$ cat config.mk
export PLATFORM = sky130hd
export DESIGN_NAME = seg7_scan_bcd
export DESIGN_NICKNAME = d
export VERILOG_FILES = /design/src/rtl/seg7_pkg.sv /design/src/rtl/seg7_bin2bcd.sv /design/src/rtl/seg7_scan_bcd.sv
export SDC_FILE = /design/constraint.sdc
export NUM_CORES = 1
export LEC_CHECK = 0
export ABC_CLOCK_PERIOD_IN_PS = 1700
export CAP_MARGIN = 20
export CORE_ASPECT_RATIO = 0.6
export CORE_MARGIN = 4
export CORE_UTILIZATION = 30
export DETAILED_ROUTE_END_ITERATION = 16
export SYNTH_ARGS = -nofsm -noshare
export SYNTH_HDL_FRONTEND = slang
export SYNTH_SLANG_ARGS = --single-unit
$ cat constraint.sdc
create_clock -name clk -period 1.7 [get_ports clk]
set_input_delay 0.17 -clock clk [delete_from_list [all_inputs] [get_ports clk]]
set_output_delay 0.17 -clock clk [all_outputs]
set_load 0.02 [all_outputs]
$ cat src/rtl/seg7_pkg.sv
// rtl/seg7_pkg.sv - shared types, segment table and decimal constants for the seg7 scanner
package seg7_pkg;

    typedef enum logic [1:0] {
        ST_IDLE,
        ST_LOAD,
        ST_SHIFT,
        ST_COMMIT
    } state_t;

    localparam logic [6:0] SEG_BLANK = 7'h7F;

    // Active-low {g,f,e,d,c,b,a}; non-decimal codes go dark.
    function automatic logic [6:0] seg_code(input logic [3:0] digit);
        case (digit)
            4'd0:    return 7'h40;
            4'd1:    return 7'h79;
            4'd2:    return 7'h24;
            4'd3:    return 7'h30;
            4'd4:    return 7'h19;
            4'd5:    return 7'h12;
            4'd6:    return 7'h02;
            4'd7:    return 7'h78;
            4'd8:    return 7'h00;
            4'd9:    return 7'h10;
            default: return SEG_BLANK;
        endcase
    endfunction

    function automatic int pow10(input int n);
        int r;
        r = 1;
        for (int i = 0; i < n; i++) r = r * 10;
        return r;
    endfunction

    function automatic int max_val(input int digits);
        return pow10(digits) - 1;
    endfunction

endpackage

$ cat src/rtl/seg7_bin2bcd.sv
// rtl/seg7_bin2bcd.sv - clamped, one-bit-per-step double-dabble converter for one channel
module seg7_bin2bcd
    import seg7_pkg::*;
#(
    parameter int VAL_W  = 8,
    parameter int DIGITS = 2,
    parameter int MAXV   = 99
) (
    input  logic                  clk,
    input  logic                  rst_n,
    input  logic                  start,
    input  logic                  step,
    input  logic [VAL_W-1:0]      value,
    output logic [4*DIGITS-1:0]   result,
    output logic                  ovf
);

    localparam int BW = 4 * DIGITS;

    logic [VAL_W-1:0] bin;
    logic [BW-1:0]    bcd;
    logic [BW-1:0]    adj;
    logic             too_big;

    assign too_big = 64'(value) > 64'(MAXV);

    always_comb begin
        adj = bcd;
        for (int i = 0; i < DIGITS; i++) begin
            if (bcd[4*i +: 4] >= 4'd5) adj[4*i +: 4] = bcd[4*i +: 4] + 4'd3;
        end
    end

    // Accumulator value after the step in progress; the top stages this on the final step.
    assign result = BW'({adj, bin[VAL_W-1]});

    always_ff @(posedge clk) begin
        if (!rst_n) begin
            bin <= '0;
            bcd <= '0;
            ovf <= 1'b0;
        end else if (start) begin
            bin <= too_big ? VAL_W'(MAXV) : value;
            bcd <= '0;
            ovf <= too_big;
        end else if (step) begin
            bcd <= result;
            bin <= bin << 1;
        end
    end

endmodule

$ cat src/rtl/seg7_scan_bcd.sv
// rtl/seg7_scan_bcd.sv - multi-channel BCD conversion with multiplexed 7-segment scan, blanking and blink
module seg7_scan_bcd
    import seg7_pkg::*;
#(
    parameter int NUM_CH     = 2,
    parameter int DIG_PER_CH = 2,
    parameter int VAL_W      = 8,
    parameter int REFRESH_W  = 18,
    parameter int BLINK_W    = 26
) (
    input  logic                      clk,
    input  logic                      rst_n,
    input  logic [NUM_CH*VAL_W-1:0]   val,
    input  logic                      load,
    input  logic                      blank_lz,
    input  logic [NUM_CH-1:0]         blink,
    output logic                      busy,
    output logic [NUM_CH-1:0]         ovf,
    output logic [6:0]                seg,
    output logic [NUM_CH*DIG_PER_CH-1:0] an,
    output logic                      dp
);

    localparam int ND   = NUM_CH * DIG_PER_CH;
    localparam int MAXV = max_val(DIG_PER_CH);
    localparam int KW   = (NUM_CH > 1) ? $clog2(NUM_CH) : 1;
    localparam int SW   = (ND > 1) ? $clog2(ND) : 1;
    localparam int CW   = $clog2(VAL_W + 1);

    state_t state, state_nxt;
    logic capture, start, step, last, commit;

    logic [NUM_CH*VAL_W-1:0]  shadow;
    logic [KW-1:0]            k;
    logic [CW-1:0]            cnt;
    logic [4*DIG_PER_CH-1:0]  result;
    logic                     ch_ovf;
    logic [3:0]               stage [ND];
    logic [3:0]               disp  [ND];
    logic [NUM_CH-1:0]        stage_ovf;

    logic [REFRESH_W-1:0]     refresh;
    logic [BLINK_W-1:0]       blink_cnt;
    logic [SW-1:0]            scan;
    logic [ND-1:0]            blank;

    seg7_bin2bcd #(.VAL_W(VAL_W), .DIGITS(DIG_PER_CH), .MAXV(MAXV)) u_bin2bcd (
        .clk    (clk),
        .rst_n  (rst_n),
        .start  (start),
        .step   (step),
        .value  (shadow[k*VAL_W +: VAL_W]),
        .result (result),
        .ovf    (ch_ovf)
    );

    always_ff @(posedge clk) begin
        if (!rst_n) state <= ST_IDLE;
        else        state <= state_nxt;
    end

    always_comb begin
        state_nxt = state;
        capture   = 1'b0;
        start     = 1'b0;
        step      = 1'b0;
        last      = 1'b0;
        commit    = 1'b0;
        case (state)
            ST_IDLE: if (load) begin
                capture   = 1'b1;
                state_nxt = ST_LOAD;
            end
            ST_LOAD: begin
                start     = 1'b1;
                state_nxt = ST_SHIFT;
            end
            ST_SHIFT: begin
                step = 1'b1;
                if (cnt == CW'(VAL_W - 1)) begin
                    last      = 1'b1;
                    state_nxt = (k == KW'(NUM_CH - 1)) ? ST_COMMIT : ST_LOAD;
                end
            end
            ST_COMMIT: begin
                commit    = 1'b1;
                state_nxt = ST_IDLE;
            end
            default: state_nxt = ST_IDLE;
        endcase
    end

    assign busy = (state != ST_IDLE);

    // Results land in the staging buffer first so the display flips to a full new set in one cycle.
    always_ff @(posedge clk) begin
        if (!rst_n) begin
            shadow    <= '0;
            k         <= '0;
            cnt       <= '0;
            stage_ovf <= '0;
            ovf       <= '0;
            for (int d = 0; d < ND; d++) begin
                stage[d] <= 4'd0;
                disp[d]  <= 4'd0;
            end
        end else begin
            if (capture) begin
                shadow <= val;
                k      <= '0;
            end
            if (start) cnt <= '0;
            if (step)  cnt <= cnt + CW'(1);
            if (last) begin
                for (int j = 0; j < DIG_PER_CH; j++)
                    stage[int'(k)*DIG_PER_CH + j] <= result[4*j +: 4];
                stage_ovf[k] <= ch_ovf;
                k            <= k + KW'(1);
            end
            if (commit) begin
                for (int d = 0; d < ND; d++) disp[d] <= stage[d];
                ovf <= stage_ovf;
            end
        end
    end

    always_ff @(posedge clk) begin
        if (!rst_n) begin
            refresh   <= '0;
            blink_cnt <= '0;
            scan      <= '0;
        end else begin
            refresh   <= refresh + REFRESH_W'(1);
            blink_cnt <= blink_cnt + BLINK_W'(1);
            if (&refresh) scan <= (scan == SW'(ND - 1)) ? '0 : scan + SW'(1);
        end
    end

    // A digit is a leading zero when it and every higher digit of its channel are zero.
    always_comb begin
        logic zero_above;
        blank      = '0;
        zero_above = 1'b1;
        for (int c = 0; c < NUM_CH; c++) begin
            zero_above = 1'b1;
            for (int j = DIG_PER_CH - 1; j >= 1; j--) begin
                zero_above = zero_above & (disp[c*DIG_PER_CH + j] == 4'd0);
                blank[c*DIG_PER_CH + j] = blank_lz & zero_above;
            end
            for (int j = 0; j < DIG_PER_CH; j++) begin
                if (blink_cnt[BLINK_W-1] & blink[c]) blank[c*DIG_PER_CH + j] = 1'b1;
            end
        end
    end

    assign seg = blank[scan] ? SEG_BLANK : seg_code(disp[scan]);
    assign an  = ~(ND'(1) << scan);
    assign dp  = 1'b1;

endmodule

* Word-level counts from Yosys, hierarchy flattened *
Memories as Yosys holds them, arrays and structs flattened. A register that Yosys moved wholly into a read port is not among the register bits.
Index checks and enable logic that the tools add are counted.
Widths: inputs -> output; s select.

operators by class
  reductions and logical operators = 12
  divide/modulo/power cells = 0
  equality and inequality tests = 7
  $lt $le $gt $ge = 6
  multipliers = 0
  bitwise operators = 10
  shift-type cells = 2
  mux-type cells = 50
  $add $sub $neg = 8

operators by type and width
  cell                   number
  $mux 4                 9
  $add 26x1->26 const B  1
  $mux 1                 24
  $mux 8                 3
  $add 18x1->18 const B  1
  $reduce_and 18->1      1
  $mux 2                 8
  $shiftx 16x5->8        1
  $ge 4x3->1 const B     2
  $gt 8x7->1 const B     1
  $logic_not 4->1        2
  $pmux 2 s4             1
  $reduce_or 4->1        2
  $mux 7                 1
  $eq 2x2->1 const B     3
  $reduce_bool 2->1      3
  $add 2x1->2 const B    2
  $add 4x1->4 const B    1
  $add 4x2->4 const B    1
  $and 1x1->1            4
  $eq 4x3->1 const B     1
  $ne 2x2->1 const B     2
  $not 4->4              1
  $or 1x1->1             4
  16 further kinds       16

storage, ports and cells
  memory bits (read-only) = 112
  output and inout port bits = 15
  bits in registers = 90
  memories = 3
  latch bits = 0
  RAM bits = 32

memories
  memory            words  bits a word  read ports  clocked after memory_dff  wr ports  RTL line             RTL
  (name not given)  16     7            1           0                         0         seg7_pkg.sv:15       case (digit)
  disp              4      4            3           1                         4         seg7_scan_bcd.sv:39  logic [3:0] disp [ND];
  stage             4      4            4           0                         4         seg7_scan_bcd.sv:38  logic [3:0] stage [ND];

* Depth between registers and ports, before layout *
Gate-level depths: netlist (run 1).

  depth in word-level cells = 8
  depth in mapped cells = 8
  gate-level depth less buffers = 7

* Modules after synthesis *
A second synthesis (run 1) with hierarchy kept.

unflattened totals
  cells, all modules = 619
  area total of the unflattened synthesis = 5804.3 um2

modules (own cells, without submodules)
  module         cells an instance  area each (um2)  instances
  seg7_scan_bcd  502                4860.9           1
  seg7_bin2bcd   117                943.4            1

* Worst setup path before layout (run 1) *
OpenSTA, ideal clock, no wires.

  path type = flip-flop to output port
  from = register (tool-made name)
  to = output port seg[3]
  required time = 1.530 ns
  stages on the path, launching flop included = 8
  path buffers = 1
  path slack = -0.505 ns
  arrival time = 2.035 ns
  cells stage by stage = dfxtp_1 > buf_2 > mux4_2 > inv_1 > ha_1 > a21oi_1 > nor2_1 > o21ai_0

RTL lines
  item       RTL line             RTL
  to (decl)  seg7_scan_bcd.sv:19  output logic [6:0] seg,

==> out/qor.csv, run 1 <==
metric,value,unit
FF-to-FF Start,u_bin2bcd.bcd[5],
"EDFF count, synth",32,
max-capacitance violation count,0,
crit end category,output pin,
worst-path maximum fanout,4,
CTS Hold Buffers Added,0,
Pwr Total,8.34,mW
Layout Nets,730,
wire length per cell,12.7,um
CP Data Arrival Time,2.11,ns
unrepaired setup endpoints after global routing,yes,
initial antenna violation count,0,
Hold Crit Class,primary input to flop,
PwrDens,1090,nW/um2
Post-synth top flop,dfxtp_1,
Yosys top cell area share,0.316,
Multi-input gate area,3020,um2
"Req. time, crit path",1.53,ns
# rows,39,
Top Ports,37,
Crit path largest cell delay,0.59,ns
Synth warnings,0,
Tmin final,2.28,ns
antenna cells,0,
"Slew Viols, Final",0,
Starting Density,0.306,
f_max,439,MHz
R2R setup slack,0.09,ns
"top cells by area, synth","dfxtp_1 (32%), edfxtp_1 (17%), xnor2_1 (5.3%), and2_1 (4.9%), ha_1 (4.3%)",
DP Area,6870,um2
leak pwr,2.98,nW
Final setup viols,7,
VDD IR-drop max,0.684,mV
number of port buffers,35,
core area,19000,um2
1st-iter DRT viols,261,
period utilisation layout,1.34,
total CTS buffers,17,
fin cells,946,
routability congestion estimate,0.736,
r2r endpoint,u_bin2bcd.bcd[6],
biggest area consumer among synthesized cells,dfxtp_1,
Hold Path Depth,2,
worst r2r path cells,7,
Max Clock Skew,0.00736,ns
pin count of the biggest net entering global routing,47,
Clock Latency Late Sink,0.41,ns
clock sink count,124,
number of remaining DRC errors,0,
ys async rst share,0,
fillcell total,1880,
CTS tree,yes,
Vias,4231,
GR Util All Layers,0.117,
layout cells sized above 1,0.253,
Inst Count DP,911,
Area Overhead vs Synth,32.0,%
final core occ,0.404,
Pre-antenna DRT Iters,5,
first-pass GRT wire length,20.7,mm
Post-DRT Antenna Nets,0,
failing checks,setup timing,
Die W,188,um
Hold WS,0.228,ns
Setup crit start kind,flop,
Post-Synthesis Cell Area,5820,um2
"Worst Setup Slack, final",-0.577,ns
"Hold Vio Cnt, Final",0,
overall routed net length,12.0,mm
status,"finished, violations left",
DPL Wire Length,8.44,mm
syn_nets,640,
Die Ht,116,um
flip-flop and latch area,2820,um2
worst hold start,rst_n,
Clock Tree Buf Depth,2,
GRT overflow,0,
Finished Cell Area,7690,um2
Avg Vias per Cell,4.47,
Worst Setup Path Type,flop to output pin,
Crit-path slowest cell,mux4_2,
sequential share of the synthesized area,0.481,
vias in the first global route,4123,
Mapped Cells,598,
CTS H-tree depth,4,
average cell area after synthesis,9.74,um2
post-place setup slack,-0.677,ns
"CTS clk-pin slew, worst paths",0.06,ns
setup TNS,-3.77,ns
Die ar.,21800,um2
worst path cell trace,mux4_2 -> ha_1 -> nor2_2 -> a21oi_1 -> nor2_1 -> o21ai_2 -> buf_6,
hold worst-path end,stage_ovf[1],
post-synth cell types,48,
#FFs+latches synth,124,
clock root buffer,clkbuf_16,
## cell usage in the layout (no fill, tap or decap), drive strengths merged, types with 2 or more instances in the layout
cell and count:
nand4 13, bufinv 3, inv 28, buf 72, clkinvlp 2, nor4 4, a21oi 23, ha 20
nand3 32, clkbuf 19, clkdlybuf4s50 22, nand2b 7, xnor2 35, nor3b 4, and3 22, or3 2
and2 46, a21boi 20, xor2 7, o21a 3, clkinv 4, mux2i 12, nand2 65, edfxtp 32
clkdlybuf4s15 2, nor3 11, a2bb2oi 4, o211a 3, mux4 5, nand3b 2, mux2 9, o21ai 17
nor2b 8, a211oi 2, o22ai 6, nor2 34, dfxtp 92
## registers in the layout, summed over array words and instances, names as in the netlist, named ones only
| name | count |
|---|---|
| u_bin2bcd.ovf | 1 |
| scan | 2 |
| stage_ovf | 2 |
| disp | 16 |
| k | 1 |
| cnt | 4 |
| u_bin2bcd.bin | 8 |
| shadow | 16 |
| state | 2 |
| blink_cnt | 26 |
| ovf | 2 |
| stage | 16 |
| refresh | 18 |
| u_bin2bcd.bcd | 8 |
## metal layers
| metal | global-route usage | part of all wire | vias to the layer above |
|---|---|---|---|
| li1 | - | - | 2249 |
| met1 | 0.175 | 0.56 | 1914 |
| met2 | 0.160 | 0.39 | 55 |
| met3 | 0.0304 | 0.038 | 13 |
| met4 | 0.0469 | 0.010 | 0 |
| met5 | 0 | 0 | - |
## how the worst max path moves through the flow
stage	to	slack, ns	depth (start not counted)
finish	seg[0]	-0.58	7
detailed placement	seg[3]	-0.68	7
global placement	seg[3]	-0.64	7
CTS	seg[3]	-0.60	7
global route	seg[3]	-0.70	7
floorplan	seg[3]	-0.18	7
## cell type report
cell class                 count  area share
sequential                   124       0.366
inverter                      24      0.0120
timing repair buffer          97       0.109
multi-input combinational    424       0.393
clock inverter                13      0.0212
tap                          246      0.0400
clock buffer                  18      0.0586
## synthesized netlist by cell type (6+ instances only)
cell / number
dfxtp_1: 92
nand2_1: 65
and2_1: 46
xnor2_1: 35
nor2_1: 34
edfxtp_1: 32
nand3_1: 32
inv_1: 24
a21oi_1: 23
clkbuf_1: 22
and3_1: 21
ha_1: 20
a21boi_0: 19
o21ai_0: 17
mux2i_1: 12
nand4_1: 11
mux2_2: 9
nor3_1: 9
nor2b_1: 8
nand2b_1: 7
xor2_1: 7
o22ai_1: 6
## power breakdown
| part | leakage, nW | internal [mW] | switching (mW) |
|---|---|---|---|
| clock network | 0.299 | 2.39 | 1.34 |
| registers | 1.08 | 3.22 | 0.129 |
| logic | 1.60 | 0.596 | 0.661 |
| total | 2.98 | 6.21 | 2.13 |
## repair_timing
item | CTS | global route
pin swaps | 5 | 5
endpoints found under the hold margin | 0 | 0
gates resized for setup | 65 | 38
buffers inserted | 2 | 1
endpoints found under the setup margin | 18 | 38
cloned | 1 | 0
## kinds of logic (layout without fill, tap and decap cells)
family                   count (synthesis)  in the layout  share of synthesized area
AO/OA/AOI/OAI                           83             83                     0.0922
XOR/XNOR                                42             42                     0.0632
flip-flops                             124            124                      0.481
adder cells (fa/ha/maj)                 20             20                     0.0430
multiplexers                            25             26                     0.0535
AND/OR/NAND/NOR                        252            252                      0.232
buffers and inverters                   51            152                     0.0342
other                                    1              1                   0.000644
## worst max-delay path, delay by kind of cell, from the launching register on
| family | cells | cell delay [ns] |
|---|---|---|
| buffers and inverters | 1 | 0.13 |
| DFF | 1 | 0.37 |
| AOI/OAI and AO/OA | 2 | 0.12 |
| adders and majority gates | 1 | 0.22 |
| and+or+nand+nor | 2 | 0.27 |
| muxes | 1 | 0.59 |
Note: power is estimated with default switching activity, not from simulation.
==> run 2, diff against run 1 <==
--- a/config.mk
+++ b/config.mk
@@ -11,6 +11,7 @@
 export CORE_MARGIN = 4
 export CORE_UTILIZATION = 30
 export DETAILED_ROUTE_END_ITERATION = 16
+export SKIP_CTS_REPAIR_TIMING = 1
 export SYNTH_ARGS = -nofsm -noshare
 export SYNTH_HDL_FRONTEND = slang
 export SYNTH_SLANG_ARGS = --single-unit
==> run 2 against run 1 <==
Effect of this change: the flow still finishes with violations (setup timing); global-route usage is 0.28 points lower; sequential cell count stayed put; die area stayed put; via count hardly changed; setup slack worse by 0.011 ns; sequential power hardly changed; non-clock buffer count is 1 lower; utilization is 0.092 points lower; clock skew is 0.0020 ns higher; clock power hardly changed; combinational power hardly changed; first-iteration DRC count is 7.3% lower; critical path type unchanged; critical endpoint is now seg[3]; largest cell class unchanged; largest power group unchanged.
==> out/qor.csv, run 2 (synthesized netlist as in run 1, its figures left out) <==
metric,value,unit,change
clock root buffer,clkbuf_16,,unchanged
Layout Nets,729,,was 730
Worst Setup Path Type,flop to output pin,,unchanged
unrepaired setup endpoints after global routing,yes,,unchanged
Post-DRT Antenna Nets,0,,unchanged
total CTS buffers,17,,unchanged
CP Data Arrival Time,2.12,ns,was 2.11 ns
clock sink count,124,,unchanged
DP Area,6870,um2,unchanged
f_max,437,MHz,was 439 MHz
fillcell total,1882,,was 1880
Top reg by flops,blink_cnt,,unchanged
worst r2r path cells,7,,unchanged
Final setup viols,7,,unchanged
max-capacitance violation count,0,,unchanged
Top Ports,37,,unchanged
Die Ht,116,um,unchanged
worst-path maximum fanout,4,,unchanged
Pre-antenna DRT Iters,4,,was 5
final core occ,0.403,,was 0.404
CTS tree,yes,,unchanged
vias in the first global route,4046,,was 4123
"Slew Viols, Final",0,,unchanged
Avg Vias per Cell,4.48,,was 4.47
status,"finished, violations left",,unchanged
Clock Latency Late Sink,0.42,ns,was 0.41 ns
"Worst Setup Slack, final",-0.588,ns,was -0.577 ns
VDD IR-drop max,0.688,mV,was 0.684 mV
leak pwr,2.98,nW,about the same
setup TNS,-3.77,ns,about the same
Vias,4233,,was 4231
GR Util All Layers,0.114,,was 0.117
routability congestion estimate,0.736,,unchanged
Largest regs,"blink_cnt (26), refresh (18)",,unchanged
first-pass GRT wire length,20.2,mm,was 20.7 mm
Hold Crit Class,primary input to flop,,unchanged
Setup crit start kind,flop,,unchanged
"Req. time, crit path",1.53,ns,about the same
DPL Wire Length,8.44,mm,unchanged
max reg flops,26,,unchanged
"CTS clk-pin slew, worst paths",0.06,ns,about the same
# rows,39,,unchanged
Area Overhead vs Synth,31.7,%,was 32.0%
most frequent cells in the layout,"dfxtp_1 (86), nand2_1 (63), buf_4 (57), and2_1 (46), xnor2_1 (34)",,"was dfxtp_1 (84), nand2_1 (63), buf_4 (58), and2_1 (46), xnor2_1 (34)"
failing checks,setup timing,,unchanged
Die W,188,um,unchanged
number of remaining DRC errors,0,,unchanged
Finished Cell Area,7670,um2,was 7690 um2
"Hold Vio Cnt, Final",0,,unchanged
Hold Path Depth,2,,unchanged
wire length per cell,12.7,um,about the same
layout cells sized above 1,0.242,,was 0.253
1st-iter DRT viols,242,,was 261
Starting Density,0.306,,unchanged
Max Clock Skew,0.00935,ns,was 0.00736 ns
core area,19000,um2,unchanged
CTS H-tree depth,4,,unchanged
Die ar.,21800,um2,unchanged
"most common cell after layout, fill and taps aside",dfxtp_1,,unchanged
crit end category,output pin,,unchanged
PwrDens,1090,nW/um2,about the same
Tmin final,2.29,ns,was 2.28 ns
pin count of the biggest net entering global routing,47,,unchanged
overall routed net length,12.0,mm,about the same
Clock Tree Buf Depth,2,,unchanged
antenna cells,0,,unchanged
number of port buffers,35,,unchanged
period utilisation layout,1.35,,was 1.34
initial antenna violation count,0,,unchanged
GRT overflow,0,,unchanged
## run 2: cell types whose count changed in the layout (fill, tap and decap cells not counted), sizes merged
cell           delta
dlymetal6s2s      +2
clkbuf            +3
buf               -4
clkdlybuf4s15     -2
## run 2: layout make-up
cell class	count	area (um2)	area share
Clock buffer	18	450	0.0587
Clock inverter	13	163	0.0212
Inverter	24	92.6	0.0121
Multi-Input combinational cell	424	3020	0.394
Sequential cell	124	2810	0.367
Tap cell	246	308	0.0401
Timing Repair Buffer	96	822	0.107
## run 2: layer usage
metal,GRT usage,vias to the layer above,wire length [um]
li1,-,2251,-
met1,0.171,1901,6800
met2,0.155,66,4640
met3,0.0304,15,457
met4,0.0469,0,153
met5,0,-,0
## run 2: worst paths after layout
kind / to / slack (ns) / startpoint
hold reg to reg: shadow[9] / 0.46 / shadow[9]
hold / removal: stage_ovf[1] / 0.23 / rst_n
setup reg to reg: u_bin2bcd.bcd[6] / 0.09 / u_bin2bcd.bcd[5]
setup / recovery: seg[3] / -0.59 / disp[1][1]
## run 2: critical path: stages, from the launching register on
cell      delay [ns]
edfxtp_1        0.39
mux4_2          0.55
inv_2           0.12
ha_4            0.21
a21oi_2         0.13
nor2_2          0.05
o21ai_2         0.12
buf_6           0.13
## run 2: per-stage QoR
step	power [mW]	hold slack (ns)	setup WS, ns	cells
2_1_floorplan	4.13	0.315	-0.182	598
3_3_place_gp	4.60	0.451	-0.636	911
3_5_place_dp	4.61	0.456	-0.677	911
4_1_cts	8.37	0.198	-1.13	942
5_1_grt	8.72	0.250	-0.691	945
6_report	8.33	0.232	-0.588	945
## run 2: power breakdown
group          switching, mW  internal (mW)
Sequential             0.129           3.22
Combinational          0.659          0.582
Clock                   1.35           2.39
Total                   2.13           6.20
==> run 3, diff against run 2 <==
--- a/config.mk
+++ b/config.mk
@@ -14,4 +14,5 @@
 export SKIP_CTS_REPAIR_TIMING = 1
 export SYNTH_ARGS = -nofsm -noshare
 export SYNTH_HDL_FRONTEND = slang
+export SYNTH_HIERARCHICAL = 1
 export SYNTH_SLANG_ARGS = --single-unit
==> run 3 against run 2 <==
Effect of this change: the run still ends with setup timing left; first-iteration DRC count decreased by 19%; routed wire length is 7.5% higher; sequential share of layout area fell by 1.2 points; die area is 0.28% lower; utilization is 1.5 points higher; critical path depth down 1; worst hold slack better by 0.089 ns; critical path type unchanged.
==> out/qor.csv, run 3 <==
metric,value,unit,change
initial antenna violation count,0,,unchanged
PwrDens,1090,nW/um2,about the same
number of port buffers,35,,unchanged
Post-Synthesis Cell Area,5800,um2,was 5820 um2
worst-path maximum fanout,4,,unchanged
overall routed net length,12.9,mm,was 12.0 mm
1st-iter DRT viols,197,,was 242
CTS H-tree depth,4,,unchanged
Hold WS,0.320,ns,was 0.232 ns
"EDFF count, synth",32,,unchanged
fillcell total,1863,,was 1882
Die Ht,116,um,about the same
Vias,4649,,was 4233
Top reg by flops,blink_cnt,,unchanged
syn_nets,662,,was 640
wire length per cell,13.1,um,was 12.7 um
core area,19000,um2,unchanged
ys async rst share,0,,unchanged
pin count of the biggest net entering global routing,66,,was 47
f_max,430,MHz,was 437 MHz
post-synth cell types,53,,was 48
# rows,39,,unchanged
Largest regs,"blink_cnt (26), refresh (18)",,unchanged
first-pass GRT wire length,21.3,mm,was 20.2 mm
Die ar.,21700,um2,was 21800 um2
fin cells,988,,was 945
Layout Nets,772,,was 729
Tmin final,2.33,ns,was 2.29 ns
Clock Tree Buf Depth,2,,unchanged
Post-DRT Antenna Nets,0,,unchanged
CTS tree,yes,,unchanged
average cell area after synthesis,9.38,um2,was 9.74 um2
Yosys top cell area share,0.317,,was 0.316
DP Area,6970,um2,was 6870 um2
total CTS buffers,17,,unchanged
Top Ports,37,,unchanged
"top cells by area, synth","dfxtp_1 (32%), edfxtp_1 (17%), a21oi_1 (4.9%), ha_1 (4.5%), nand2_1 (4.4%)",,"was dfxtp_1 (32%), edfxtp_1 (17%), xnor2_1 (5.3%), and2_1 (4.9%), ha_1 (4.3%)"
layout cells sized above 1,0.278,,was 0.242
sequential share of the synthesized area,0.483,,was 0.481
leak pwr,3.12,nW,was 2.98 nW
Post-synth top flop,dfxtp_1,,unchanged
"Hold Vio Cnt, Final",0,,unchanged
Pre-antenna DRT Iters,5,,was 4
max-capacitance violation count,0,,unchanged
"count leader, synth",dfxtp_1,,unchanged
VDD IR-drop max,0.800,mV,was 0.688 mV
Mapped Cells,619,,was 598
Final setup viols,7,,unchanged
#FFs+latches synth,124,,unchanged
crit end category,output pin,,unchanged
R2R setup slack,0,ns,was 0.09 ns
"CTS clk-pin slew, worst paths",0.06,ns,about the same
Clock Latency Late Sink,0.41,ns,was 0.42 ns
"Req. time, crit path",1.53,ns,about the same
Starting Density,0.305,,was 0.306
Pwr Total,8.65,mW,was 8.33 mW
Setup crit start kind,flop,,unchanged
Area Overhead vs Synth,37.0,%,was 31.7%
"Slew Viols, Final",0,,unchanged
Worst Setup Path Type,flop to output pin,,unchanged
clock sink count,124,,unchanged
"most common cell after layout, fill and taps aside",buf_4,,was dfxtp_1
period utilisation layout,1.37,,was 1.35
Inst Count DP,946,,was 911
CP Data Arrival Time,2.16,ns,was 2.12 ns
max reg flops,26,,unchanged
antenna cells,0,,unchanged
DPL Wire Length,8.97,mm,was 8.44 mm
Commonest cells post-synth,"dfxtp_1 (92), nand2_1 (68), a21oi_1 (57), nor2_1 (41), edfxtp_1 (32)",,"was dfxtp_1 (92), nand2_1 (65), and2_1 (46), xnor2_1 (35), nor2_1 (34)"
number of remaining DRC errors,0,,unchanged
unrepaired setup endpoints after global routing,yes,,unchanged
Max Clock Skew,0.0107,ns,was 0.00935 ns
failing checks,setup timing,,unchanged
GRT overflow,0,,unchanged
GR Util All Layers,0.120,,was 0.114
Die W,188,um,about the same
routability congestion estimate,0.789,,was 0.736
status,"finished, violations left",,unchanged
vias in the first global route,4224,,was 4046
most frequent cells in the layout,"buf_4 (83), dfxtp_1 (80), nand2_1 (66), a21oi_1 (49), nor2_1 (41)",,"was dfxtp_1 (86), nand2_1 (63), buf_4 (57), and2_1 (46), xnor2_1 (34)"
Synth warnings,6,,was 0
"Worst Setup Slack, final",-0.627,ns,was -0.588 ns
Finished Cell Area,7950,um2,was 7670 um2
Avg Vias per Cell,4.71,,was 4.48
clock root buffer,clkbuf_16,,unchanged
biggest area consumer among synthesized cells,dfxtp_1,,unchanged
Hold Crit Class,primary input to flop,,unchanged
## run 3: changes by cell type in the layout (fill, tap and decap cells not counted), sizes merged, moves of 12 or more
cell / before / now
a21boi: 20 / 0
a21oi: 23 / 58
and2: 46 / 16
buf: 68 / 94
o21ai: 17 / 29
xnor2: 35 / 11
## run 3: final cells by class
class,instances,area (um2),share of cell area
repair buffers,122,1040,0.131
well taps,246,308,0.0387
clock inverters,14,243,0.0305
flip-flops and latches,124,2820,0.355
multi-input cells,435,3000,0.377
inverters,29,115,0.0145
clock buffers,18,429,0.0540
## run 3: path summary, 6_finish.rpt
path                            cells after the start          from           end
worst max-delay path                                6    disp[3][0]        seg[0]
worst min-delay path                                3        val[8]     shadow[8]
worst max register to register                      5    refresh[7]          flop
worst min register to register                      1  blink_cnt[0]  blink_cnt[0]
## run 3: per-layer routing
layer | up-vias | track usage | wire length [um]
met5 | - | 0 | 0
met4 | 0 | 0.0264 | 67
met3 | 8 | 0.0358 | 562
met2 | 81 | 0.159 | 5110
met1 | 2154 | 0.187 | 7210
li1 | 2406 | - | -
## run 3: report_power, final
part	total (mW)	internal, mW	switching [mW]	leakage (nW)
Combinational	1.22	0.560	0.662	1.72
Clock	4.11	2.76	1.35	0.318
Sequential	3.31	3.21	0.107	1.08
## run 3: cells by family after synthesis
logic type,share of synthesized area
compound gates,0.126
simple gates,0.215
mux,0.0500
fa+ha+maj,0.0453
flops,0.483
buf+inv,0.0422
xor+xnor,0.0377
other cells,0.000646
## run 3: critical path, cell delays in order (launching register included)
cell and delay, ns:
edfxtp_1 0.41, mux4_2 0.57, ha_4 0.18, or2_4 0.26, a21oi_2 0.13, o21ai_2 0.07, buf_6 0.14
## run 3: per-stage QoR
step	setup slack, ns	utilization	setup TNS (ns)
after global routing	-0.710	0.418	-5.04
after global placement	-0.630	0.366	-4.66
after detailed placement	-0.634	0.366	-4.75
final	-0.627	0.418	-4.04
after floorplan	-0.0792	-	-0.358
after CTS	-1.07	0.401	-9.46
